File: src/rtl/uart_cmd_responder_if.sv
// Byte-stream and register-bus signals of uart_cmd_responder.
// slave is the responder's side; master is the environment (UART core, register file).
interface uart_cmd_responder_if;
    logic       rx_data_valid_i;
    logic [7:0] rx_data_i;
    logic       tx_data_ready_i;
    logic       tx_data_valid_o;
    logic [7:0] tx_data_o;
    logic       reg_req_o;
    logic       reg_we_o;
    logic [7:0] reg_addr_o;
    logic [7:0] reg_wdata_o;
    logic       reg_ack_i;
    logic [7:0] reg_rdata_i;
    logic       err_o;

    modport slave (
        input  rx_data_valid_i, rx_data_i, tx_data_ready_i, reg_ack_i, reg_rdata_i,
        output tx_data_valid_o, tx_data_o, reg_req_o, reg_we_o, reg_addr_o, reg_wdata_o, err_o
    );

    modport master (
        output rx_data_valid_i, rx_data_i, tx_data_ready_i, reg_ack_i, reg_rdata_i,
        input  tx_data_valid_o, tx_data_o, reg_req_o, reg_we_o, reg_addr_o, reg_wdata_o, err_o
    );
endinterface

File: src/rtl/uart_cmd_responder.sv
// Decodes 'R' addr / 'W' addr data frames from a UART byte stream into register accesses and
// replies with read data, ACK or NAK. Define UART_CMD_RESP_CHECKSUM_EN for XOR frame checksums.
module uart_cmd_responder #(
    parameter int unsigned TIMEOUT_CLKS = 100000
) (
    input logic                 clk_i,
    input logic                 rst_ni,
    uart_cmd_responder_if.slave uart_io
);
    localparam int unsigned       TimerW    = $clog2(TIMEOUT_CLKS + 1);
    localparam logic [TimerW-1:0] TimerLast = TimerW'(TIMEOUT_CLKS - 1);
    localparam logic [TimerW-1:0] TimerOne  = TimerW'(1);
    localparam logic [7:0]        CmdRead   = 8'h52;
    localparam logic [7:0]        CmdWrite  = 8'h57;
    localparam logic [7:0]        RespAck   = 8'h06;
    localparam logic [7:0]        RespNak   = 8'h15;

`ifdef UART_CMD_RESP_CHECKSUM_EN
    typedef enum logic [2:0] {
        StIdle, StAddr, StData, StCsum, StBus, StResp, StRespCsum
    } state_e;
`else
    typedef enum logic [2:0] {
        StIdle, StAddr, StData, StBus, StResp
    } state_e;
`endif

    state_e            state_q, state_d, frame_done;
    logic [TimerW-1:0] timer_q, timer_d;
    logic [7:0]        addr_q, addr_d, wdata_q, wdata_d, resp_q, resp_d;
    logic              we_q, we_d, err_q, err_d;
    logic              rx_valid, timeout;
    logic [7:0]        rx_data;
`ifdef UART_CMD_RESP_CHECKSUM_EN
    logic [7:0]        cmd_q, cmd_d, csum_q, csum_d;
`endif

    assign rx_valid = uart_io.rx_data_valid_i;
    assign rx_data  = uart_io.rx_data_i;
    // Timer holds the number of idle cycles already spent waiting for the next frame byte.
    assign timeout  = (timer_q == TimerLast);

    always_comb begin
        state_d = state_q;
        timer_d = '0;
        addr_d  = addr_q;
        wdata_d = wdata_q;
        resp_d  = resp_q;
        we_d    = we_q;
        err_d   = 1'b0;
`ifdef UART_CMD_RESP_CHECKSUM_EN
        cmd_d      = cmd_q;
        csum_d     = csum_q;
        frame_done = StCsum;
`else
        frame_done = StBus;
`endif
        unique case (state_q)
            StIdle: begin
                if (rx_valid) begin
`ifdef UART_CMD_RESP_CHECKSUM_EN
                    cmd_d  = rx_data;
                    csum_d = rx_data;
`endif
                    if (rx_data == CmdRead || rx_data == CmdWrite) begin
                        we_d    = (rx_data == CmdWrite);
                        state_d = StAddr;
                    end else begin
                        resp_d  = RespNak;
                        err_d   = 1'b1;
                        state_d = StResp;
                    end
                end
            end
            StAddr: begin
                // A byte arriving on the timeout cycle is discarded with the frame.
                if (timeout) begin
                    err_d   = 1'b1;
                    state_d = StIdle;
                end else if (rx_valid) begin
                    addr_d  = rx_data;
`ifdef UART_CMD_RESP_CHECKSUM_EN
                    csum_d  = csum_q ^ rx_data;
`endif
                    state_d = we_q ? StData : frame_done;
                end else begin
                    timer_d = timer_q + TimerOne;
                end
            end
            StData: begin
                if (timeout) begin
                    err_d   = 1'b1;
                    state_d = StIdle;
                end else if (rx_valid) begin
                    wdata_d = rx_data;
`ifdef UART_CMD_RESP_CHECKSUM_EN
                    csum_d  = csum_q ^ rx_data;
`endif
                    state_d = frame_done;
                end else begin
                    timer_d = timer_q + TimerOne;
                end
            end
`ifdef UART_CMD_RESP_CHECKSUM_EN
            StCsum: begin
                if (timeout) begin
                    err_d   = 1'b1;
                    state_d = StIdle;
                end else if (rx_valid) begin
                    if (rx_data == csum_q) begin
                        state_d = StBus;
                    end else begin
                        resp_d  = RespNak;
                        err_d   = 1'b1;
                        state_d = StResp;
                    end
                end else begin
                    timer_d = timer_q + TimerOne;
                end
            end
`endif
            StBus: begin
                err_d = rx_valid;
                if (uart_io.reg_ack_i) begin
                    resp_d  = we_q ? RespAck : uart_io.reg_rdata_i;
                    state_d = StResp;
                end
            end
            StResp: begin
                err_d = rx_valid;
                if (uart_io.tx_data_ready_i) begin
`ifdef UART_CMD_RESP_CHECKSUM_EN
                    state_d = StRespCsum;
`else
                    state_d = StIdle;
`endif
                end
            end
`ifdef UART_CMD_RESP_CHECKSUM_EN
            StRespCsum: begin
                err_d = rx_valid;
                if (uart_io.tx_data_ready_i) begin
                    state_d = StIdle;
                end
            end
`endif
            default: state_d = StIdle;
        endcase
    end

    always_ff @(posedge clk_i) begin
        if (!rst_ni) begin
            state_q <= StIdle;
            timer_q <= '0;
            addr_q  <= '0;
            wdata_q <= '0;
            resp_q  <= '0;
            we_q    <= 1'b0;
            err_q   <= 1'b0;
`ifdef UART_CMD_RESP_CHECKSUM_EN
            cmd_q   <= '0;
            csum_q  <= '0;
`endif
        end else begin
            state_q <= state_d;
            timer_q <= timer_d;
            addr_q  <= addr_d;
            wdata_q <= wdata_d;
            resp_q  <= resp_d;
            we_q    <= we_d;
            err_q   <= err_d;
`ifdef UART_CMD_RESP_CHECKSUM_EN
            cmd_q   <= cmd_d;
            csum_q  <= csum_d;
`endif
        end
    end

    assign uart_io.reg_req_o   = (state_q == StBus);
    assign uart_io.reg_we_o    = we_q;
    assign uart_io.reg_addr_o  = addr_q;
    assign uart_io.reg_wdata_o = wdata_q;
    assign uart_io.err_o       = err_q;
`ifdef UART_CMD_RESP_CHECKSUM_EN
    assign uart_io.tx_data_valid_o = (state_q == StResp) || (state_q == StRespCsum);
    assign uart_io.tx_data_o       = (state_q == StRespCsum) ? (cmd_q ^ resp_q) : resp_q;
`else
    assign uart_io.tx_data_valid_o = (state_q == StResp);
    assign uart_io.tx_data_o       = resp_q;
`endif
endmodule
File: src/flat_wrapper.sv
// flat-port wrapper written by rule: the top's interface ports become plain ports
module uart_cmd_responder_flat 
#(
    parameter int unsigned TIMEOUT_CLKS = 100000
)
  (clk_i, rst_ni, uart_io_rx_data_valid_i, uart_io_rx_data_i, uart_io_tx_data_ready_i, uart_io_reg_ack_i, uart_io_reg_rdata_i, uart_io_tx_data_valid_o, uart_io_tx_data_o, uart_io_reg_req_o, uart_io_reg_we_o, uart_io_reg_addr_o, uart_io_reg_wdata_o, uart_io_err_o);
  uart_cmd_responder_if uart_io_i ();
  input logic clk_i;
  input logic rst_ni;
  input wire logic [$bits(uart_io_i.rx_data_valid_i)-1:0] uart_io_rx_data_valid_i;
  input wire logic [$bits(uart_io_i.rx_data_i)-1:0] uart_io_rx_data_i;
  input wire logic [$bits(uart_io_i.tx_data_ready_i)-1:0] uart_io_tx_data_ready_i;
  input wire logic [$bits(uart_io_i.reg_ack_i)-1:0] uart_io_reg_ack_i;
  input wire logic [$bits(uart_io_i.reg_rdata_i)-1:0] uart_io_reg_rdata_i;
  output wire logic [$bits(uart_io_i.tx_data_valid_o)-1:0] uart_io_tx_data_valid_o;
  output wire logic [$bits(uart_io_i.tx_data_o)-1:0] uart_io_tx_data_o;
  output wire logic [$bits(uart_io_i.reg_req_o)-1:0] uart_io_reg_req_o;
  output wire logic [$bits(uart_io_i.reg_we_o)-1:0] uart_io_reg_we_o;
  output wire logic [$bits(uart_io_i.reg_addr_o)-1:0] uart_io_reg_addr_o;
  output wire logic [$bits(uart_io_i.reg_wdata_o)-1:0] uart_io_reg_wdata_o;
  output wire logic [$bits(uart_io_i.err_o)-1:0] uart_io_err_o;
  assign uart_io_i.rx_data_valid_i = uart_io_rx_data_valid_i;
  assign uart_io_i.rx_data_i = uart_io_rx_data_i;
  assign uart_io_i.tx_data_ready_i = uart_io_tx_data_ready_i;
  assign uart_io_i.reg_ack_i = uart_io_reg_ack_i;
  assign uart_io_i.reg_rdata_i = uart_io_reg_rdata_i;
  assign uart_io_tx_data_valid_o = uart_io_i.tx_data_valid_o;
  assign uart_io_tx_data_o = uart_io_i.tx_data_o;
  assign uart_io_reg_req_o = uart_io_i.reg_req_o;
  assign uart_io_reg_we_o = uart_io_i.reg_we_o;
  assign uart_io_reg_addr_o = uart_io_i.reg_addr_o;
  assign uart_io_reg_wdata_o = uart_io_i.reg_wdata_o;
  assign uart_io_err_o = uart_io_i.err_o;
  uart_cmd_responder #(.TIMEOUT_CLKS(TIMEOUT_CLKS)) u_core (.clk_i(clk_i), .rst_ni(rst_ni), .uart_io(uart_io_i));
endmodule
File: config.mk
export PLATFORM = sky130hd
export DESIGN_NAME = uart_cmd_responder_flat
export DESIGN_NICKNAME = d
export VERILOG_FILES = /design/src/rtl/uart_cmd_responder_if.sv /design/src/rtl/uart_cmd_responder.sv /design/src/flat_wrapper.sv
export SDC_FILE = /design/constraint.sdc
export NUM_CORES = 1
export LEC_CHECK = 0
export CAP_MARGIN = 20
export CORE_UTILIZATION = 49
export DETAILED_ROUTE_END_ITERATION = 7
export MAX_ROUTING_LAYER = met4
export PLACE_DENSITY = 0.88
export SYNTH_ARGS = -nofsm -noshare
export SYNTH_HDL_FRONTEND = slang
export SYNTH_SLANG_ARGS = --single-unit
File: constraint.sdc
create_clock -name clk_i -period 2.12 [get_ports clk_i]
set_input_delay 0.53 -clock clk_i [delete_from_list [all_inputs] [get_ports clk_i]]
set_output_delay 0.53 -clock clk_i [all_outputs]
set_load 0.005 [all_outputs]
Word-level counts from Yosys, hierarchy flattened
Cells that the tools add are included.
Cells by class
  muxes and demuxes: 19
  reductions and logical operators: 11
  divide/modulo/power cells: 0
  equal/unequal tests: 13
  bitwise logic cells: 3
  add/sub/neg operators: 1
  multiply operators: 0
  order comparisons: 0
  shift operators: 0
Operators with widths (count)
  $mux W8: 4
  $mux W3: 8
  $add A17 B1 Y17 const B: 1
  $eq A17 B17 Y1 const B: 1
  $eq A8 B7 Y1 const B: 2
  $pmux W8 S2: 1
  $pmux W3 S5: 1
  $reduce_and A3 Y1: 3
  $ne A2 B2 Y1 const B: 4
  $eq A3 B2 Y1 const B: 2
  $ne A3 B2 Y1 const B: 2
  $reduce_and A5 Y1: 1
  $mux W1: 4
  $reduce_and A4 Y1: 1
  $reduce_or A2 Y1: 2
  $reduce_or A4 Y1: 1
  $eq A3 B1 Y1 const B: 1
  $eq A3 B3 Y1 const B: 1
  $logic_not A3 Y1: 1
  $not A1 Y1: 3
  $pmux W1 S3: 1
  $reduce_bool A2 Y1: 1
  $logic_or A1 B1 Y1: 1
Storage, ports and cells
  RAM bits: 0
  register bits: 46
  memories: 0
  bits in read-only memories: 0
  logic and storage cells: 54
  output and inout port bits: 28
  latch bits: 0
  input bits: 21

Logic depth before layout (Yosys ltp)
Gate-level depths: netlist of run 1.
  word-level depth: 5
  mapped depth: 7
  mapped depth without buffers: 6

Least setup slack after synthesis of run 1
Ideal clock, no wire load.
  kind: register to register
  start: register u_core.timer_q[5]
  end: register u_core.addr_q[0], in the netlist u_core.uart_io.reg_addr_o[0]
  arrival: 1.830 ns
  stages on the path, launching flop included: 7
  required time: 2.004 ns
  slack: 0.174 ns
  setup time: 0.116 ns
  path through: dfxtp_1 or4_4 o41a_4 nand4b_2 buf_6 mux2i_1 nor2b_1
On the way
  longest elaborated chain between the ends: 3
Ends and longest elaborated chain
  from (decl): RTL line uart_cmd_responder.sv:29  | logic [TimerW-1:0] timer_q, timer_d;
  from (signal assigned): RTL line uart_cmd_responder.sv:166  | timer_q <= timer_d;
  $eq A17 B17 Y1: RTL line uart_cmd_responder.sv:41  | assign timeout = (timer_q == TimerLast);
  $not A1 Y1 (no line)
  $reduce_and A3 Y1 (no line)
  to (signal assigned): RTL line uart_cmd_responder.sv:167  | addr_q <= addr_d;
  to (decl): RTL line uart_cmd_responder.sv:30  | logic [7:0] addr_q, addr_d, wdata_q, wdata_d, resp_q, resp_d;
Every way passes these cells.
A chain may end at the register's enable or synchronous reset.

Worst setup path after layout of run 1
  start: input uart_io_rx_data_i[4]
  end: register u_core.resp_q[1], in the netlist u_core.uart_io.tx_data_o[1]
On the way
  longest elaborated chain between the ends: 4
  elaborated cells between the ends (all ways): 5
  classes of those cells: 3 x eq/ne; 2 x reduce/logical
Ends and longest elaborated chain
  from (decl): RTL line flat_wrapper.sv:11  | input wire logic [$bits(uart_io_i.rx_data_i)-1:0] uart_io_rx_data_i;
  $eq A8 B7 Y1: RTL line uart_cmd_responder.sv:65  | if (rx_data == CmdRead || rx_data == CmdWrite) begin
  $logic_or A1 B1 Y1 (*): RTL line uart_cmd_responder.sv:65
  $ne A2 B2 Y1 (no line) (*)
  $reduce_and A4 Y1 (no line) (*)
  to (signal assigned): RTL line uart_cmd_responder.sv:169  | resp_q <= resp_d;
  to (decl): RTL line uart_cmd_responder.sv:30
Every way passes the cells marked *; elsewhere a longest branch is shown, timed or not.

==> run_results.csv, run 1 <==
group,metric,value,unit
clocking,cts_root_buffer,"clkbuf_8",
synth,synthArstFlopShare,0,
routing,vias,1844,
routing,firstDrtPassIters,4,
pwr,leakagePower,1.11,nW
timing,maxSlewViolCount,0,
final_layout,fin_cells,344,
timing,finalSetupViolCount,0,
routing,wl_per_cell,13.5,um
place,globalplace.congestion,0.803,
synth,synth_xor_area_frac,0.0580,
floorplanning,dieHeight,67.7,um
pwr,combPwrFrac,0.112,
floorplanning,dieArea,0.00458,mm2
flow_run,maxCapViolations,0,
floorplanning,num_rows,23,
clocking,clockBufferDepth,2,
setup_path,crit_fanout,13,
routing,drc,0,
worst_hold_path,holdPathEnd,"u_core.uart_io.tx_data_o[0]",
timing,worst_pin_slew,451,ps
pwr,switchingPower,0.366,mW
setup_path,cp_slowest_stage_delay,440,ps
setup_path,reg2reg_depth,5,
timing,skew,5.59,ps
clocking,clkTransAtPathRegs,80,ps
final_layout,drive_above_1_share,0.139,
pwr,total_power,1.61,mW
synth,synth_mux_area_frac,0.0758,
synth,syn_avg_cell_area,9.31,um2
final_layout,areaGrowthSynthToFinish,35.5,%
synth,seq_area_frac_synth,0.436,
setup_path,cp-start-kind,"input pin",
setup_path,criticalPathCategory,"input pin to flop",
setup_path,r2r-end,"u_core.uart_io.reg_addr_o[1]",
timing,hold_viol,0,
global_routing,grt_max_degree,18,
synth,synth.ff_latch_count,46,
global_routing,grt_pass1_wl,7.86,mm
timing,finalCriticalPeriod,2040,ps
global_routing,antenna_found_initial,0,
setup_path,crit_family,"compound AO/OA/AOI/OAI gates",
clocking,cts_tree,"built",
final_layout,fin_area,0.00286,mm2
setup_path,cp-end-kind,"flop",
timing,fin_crit_sh,0.960,
final_layout,n_antenna_cell,0,
floorplanning,die_w,67.7,um
setup_path,reg2reg_slack,150,ps
status,status,"completed",
synth,syn-cell-area,0.00211,mm2
worst_hold_path,hold_class,"flop to flop",
global_routing,grt_pass1_vias,1784,
global_routing,globalRouteOverflowTotal,0,
routing,routed_via_density,5.36,
setup_path,worst_ep_arrival_time,2230,ps
synth,ys_warn_count,0,
worst_hold_path,min-delay-start,"u_core.uart_io.tx_data_o[0]",
setup_path,required,2320,ps
setup_path,r2r_start,"u_core.timer_q[5]",
final_layout,final_nets,315,
place,dp_hpwl,3.26,mm
clocking,cts_setup_buffers,0,
pwr,pwr-share-clk,0.340,
pwr,power_density,561,mW/mm2
timing,rsz0062_at_grt,"false",
pwr,seq_power_share,0.548,
final_layout,final_common_cell,"clkdlybuf4s50_1",
setup_path,critPathSlowestCell,"clkdlybuf4s50_1",
worst_hold_path,hold_depth,2,
routing,ant_nets,0,
setup_path,cp_num_buf_inv,2,
synth,synth-simple-area-share,0.269,
clocking,htreeDepth,2,
floorplanning,core-area,0.00406,mm2
timing,holdWs,456,ps
timing,fmax,491,MHz
global_routing,grtUsageTotal,0.238,
synth,synth-main-ff-cell,"dfxtp_1",
routing,first_iter_violations,91,
timing,fin_setup_tns,0,ps
final_layout,final_util,0.706,
final_layout,layout_common_cells,"clkdlybuf4s50_1, dfxtp_1, nor2_1, buf_4, nor2b_1",
floorplanning,start_util,0.521,
clocking,clk_latency,300,ps
clocking,cts_buffers,5,
place,dp_cells,336,
routing,routed_wl,4.64,mm
place,place_ws,-345,ps
synth,syn_inst,227,
floorplanning,pin_count,49,
synth,synth_top_family_by_area,"simple AND/OR/NAND/NOR gates",
synth,synth_fa_ha_area_frac,0.00592,
timing,setup_ws,84.0,ps
final_layout,fillers,289,
pwr,intPower,1.24,mW
pwr,switching_share,0.227,
clocking,clkSinkCount,46,
place,place_area,0.00275,mm2
place,io_buffers,48,
setup_path,crit_chain,"clkdlybuf4s50_1 -> nor4bb_1 -> buf_4 -> a311o_1 -> a211o_4 -> a21oi_2 -> nor2b_1",
synth,synth_cell_types,46,
pwr,peakVddDrop,0.494,mV
synth,syn_nets,249,
timing,max_slew_margin,0.699,
synth,synth_compound_area_frac,0.105,
synth,synth-edff-count,0,
## metal layers
metal / part of all wire / GRT usage / up-vias
met2: 0.45 / 0.364 / 60
met4: 0.018 / 0.117 / 0
met1: 0.47 / 0.293 / 860
met3: 0.057 / 0.0507 / 5
li1: - / - / 919
met5: 0 / - / -
## worst register-to-register path: cells and delay by family (launching register included)
| family | cells | cell delay (ps) |
|---|---|---|
| simple gates | 3 | 820 |
| compound gates | 1 | 500 |
| flops | 1 | 330 |
| mux | 1 | 220 |
## Yosys cell counts (2+ instances only)
master | number | area share
a21boi_0 | 2 | 0.0071
a21oi_1 | 11 | 0.026
buf_2 | 3 | 0.0071
buf_4 | 2 | 0.0071
buf_6 | 3 | 0.016
clkbuf_1 | 3 | 0.0053
dfxtp_1 | 46 | 0.44
inv_1 | 8 | 0.014
mux2i_1 | 16 | 0.076
nand2_1 | 14 | 0.025
nand3_1 | 7 | 0.017
nand4_1 | 8 | 0.024
nor2_1 | 22 | 0.039
nor2b_1 | 21 | 0.062
nor3_1 | 2 | 0.0047
nor3b_1 | 3 | 0.011
o21ai_0 | 10 | 0.024
o21ai_1 | 3 | 0.0071
or3_1 | 4 | 0.012
xnor2_1 | 4 | 0.017
xor2_1 | 10 | 0.041
## sequential cells by signal (all words and copies together), names as in the netlist
signal                      count
u_core.uart_io.tx_data_o        8
u_core.uart_io.err_o            1
u_core.uart_io.reg_we_o         1
u_core.uart_io.reg_wdata_o      8
u_core.uart_io.reg_addr_o       8
u_core.timer_q                 17
u_core.state_q                  3
## area by class of cell
type	count	area, um2	share of cell area
flip-flops and latches	46	921	0.322
clock buffers	7	86.3	0.0301
repair buffers	70	646	0.225
clock inverters	1	5.00	0.00175
well taps	50	62.6	0.0218
multi-input cells	162	1110	0.389
inverters	8	30.0	0.0105
## how the worst max path moves through the flow
stage                    startpoint                           end  slack [ps]  depth (start not counted)
6_report       uart_io_rx_data_i[4]   u_core.uart_io.tx_data_o[1]          80                          7
3_5_place_dp   uart_io_rx_data_i[6]   u_core.uart_io.tx_data_o[1]        -340                          7
4_1_cts           u_core.state_q[1]       uart_io_tx_data_valid_o          40                          2
2_1_floorplan     u_core.timer_q[5]  u_core.uart_io.reg_addr_o[0]         170                          6
3_3_place_gp   uart_io_rx_data_i[4]   u_core.uart_io.tx_data_o[1]        -250                          7
5_1_grt        uart_io_rx_data_i[4]   u_core.uart_io.tx_data_o[1]          10                          7
## cells by family after synthesis
group / Yosys count
compound gates: 34
xor+xnor: 14
fa+ha+maj: 1
buf+inv: 19
flops: 46
mux: 16
simple gates: 97
## timing repair
action,CTS,global route
endpoints found under the setup margin,3,9
resized for setup,1,4
pin swaps,0,0
hold buffers,0,0
## power groups by stage
stage / combinational [mW] / clock (mW) / sequential (mW)
2_1_floorplan: 0.0759 / 0 / 0.902
3_3_place_gp: 0.170 / 0 / 0.901
3_5_place_dp: 0.173 / 0 / 0.901
4_1_cts: 0.174 / 0.558 / 0.881
5_1_grt: 0.194 / 0.600 / 0.882
6_report: 0.181 / 0.546 / 0.881
No activity file was read; power rests on OpenSTA's default activity.
==> inputs of run 2 (changes only) <==
- SLEW_MARGIN: not set -> 20
==> results of run 2 <==
Final layout, timing and power as in run 1 (identical DEF).
==> inputs of run 3 (changes only) <==
- ABC_AREA: not set -> 0
==> results of run 3 <==
Final layout, timing and power as in run 1 (identical DEF).
==> variant, RTL diff (settings of run 1) <==
Make the reset (`rst_ni`) asynchronous in one clocked block.
--- a/src/rtl/uart_cmd_responder.sv
+++ b/src/rtl/uart_cmd_responder.sv
@@ -150,3 +150,3 @@
 
-    always_ff @(posedge clk_i) begin
+    always_ff @(posedge clk_i or negedge rst_ni) begin
         if (!rst_ni) begin
Function: differs if rst_ni is asserted again (counterexample within 4 cycles, from zero or initial values and one cycle with rst_ni low); with rst_ni held inactive, the same outputs for 10 cycles.
==> variant against run 1 <==
- sequential cell count is the same
- final area shrank 0.13%
- largest cell class is now sequential cells
- utilization shrank 0.59 points
- sequential share of layout area grew 8.2 points
- area after synthesis grew 0.47%
- critical path depth shrank 3
- wire length shrank 6.0%
- synthesized cell count shrank 9.7%
- hold slack lost 0.16 ns
- worst setup slack lost 0.016 ns
Power is not compared: it rests on default switching activity, and its combinational part moved more than twofold at a synthesized area within 25%.
==> variant: results (changes against run 1) <==
metric	value	unit	change
status	complete, no violations		
CP max FO	4		-9
GR Layer Usage met2	0.309		-0.0545
register area	0.00115	mm^2	+25%
multi-input gates	141		-13%
Top Family by Delay on Critical Path	buffers and inverters		
first-pass GRT wire length	6730	um	-14%
area of the multi-input gates	913	um^2	-18%
# clk buffers	5		-2
Largest stage delay, worst path	0.51	ns	+0.07 ns
#FFs+latches synth	46		unchanged
leakage	1.20	nW	
Data buffer area share	0.203		-0.0225
met1 WL	2040	um	-6.6%
Top Layer Used	met4		
clk buf depth	2		unchanged
Synth Area in XOR/XNOR	0.0701		+0.0121
# port buffers	48		unchanged
share of cells above drive strength 1	0.183		+0.0434
Detailed Routing Iterations Pass 1	4		unchanged
final setup skew	0.00564	ns	+0.0000496 ns
Post-synth top cells	46 x dfrtp_1, 26 x nor2_1, 21 x nand2_1		
routed len/inst	13.7	um	+1.7%
GR Util met1	0.267		-0.0264
Avg Cell Area, Syn	10.4	um^2	+11%
postcts setup bufs	0		unchanged
Seq/Total Area, Yosys	0.542		+0.106
largest net degree at the start of global routing	47		+29
post-cts resize count	2		+1
FFs w/ async S/R, synth	1.00		+1.00
met2 wire len	2070	um	-1.8%
1st-iter DRT viols	99		+8.8%
mux cell area share after synthesis	0.0902		+0.0144
Max IR drop VDD	0.000750	V	
gr usage total	0.209		-0.0284
FILL cells	304		+5.2%
Clock-cell share	0.0381		+0.00617
Syn Nets	227		-8.8%
Non-clock buffers	62		-11%
largest cells by area after synthesis	dfrtp_1 54%, mux2_2 9.0%, nor2_1 4.6%		
Root Driver	clkbuf_8		
worst hold path class	in2async		
final net count	289		-8.3%
DP HPWL	3030	um	-7.1%
met3 Use GR	0.0567		+0.00599
worst slew pin tran	0.538	ns	+0.0877 ns
adder-cell share of the synthesized area	0.00589		-0.0000279
part of the power in the clock network	0.199		
Synth Area in Compound Gates	0.0672		-0.0382
Area Growth Syn to Fin	34.7	%	
GP Congestion	0.874		+8.9%
post-synthesis cell type count	33		-28%
initial antenna violation count	0		unchanged
placement-stage cell area	0.00273	mm^2	-0.77%
Non-clk invs	11		+3
CP arrival	1.52	ns	-0.71 ns
vias	1662		-9.9%
Power Total	3.19	mW	
number of global-route vias before repair	1487		-17%
WL met3	185	um	-30%
[variant: through the flow]
step / setup slack [ns] / hold slack [ns] / util / instances
3_3_place_gp: -0.0629 / 0.461 / 0.667 / 309
2_1_floorplan: 0.323 / 0.234 / - / 205
4_1_cts: 0.00602 / 0.308 / 0.694 / 317
5_1_grt: -0.00326 / 0.334 / 0.700 / 318
3_5_place_dp: -0.0867 / 0.469 / 0.667 / 309
6_report: 0.0683 / 0.298 / 0.700 / 318
[variant: path summary, 6_finish.rpt]
kind	startpoint	endpoint	slack, ns	cells past startpoint
max	u_core.state_q[2]	uart_io_reg_req_o	0.07	4
min	rst_ni	u_core.uart_io.err_o	0.30	2
max reg2reg	u_core.timer_q[8]	u_core.uart_io.reg_wdata_o[6]	0.16	5
min reg2reg	u_core.uart_io.tx_data_o[5]	u_core.uart_io.tx_data_o[5]	0.48	2
max in group asynchronous	rst_ni	u_core.state_q[1]	1.43	2
min in group clk_i	u_core.uart_io.tx_data_o[5]	u_core.uart_io.tx_data_o[5]	0.48	2
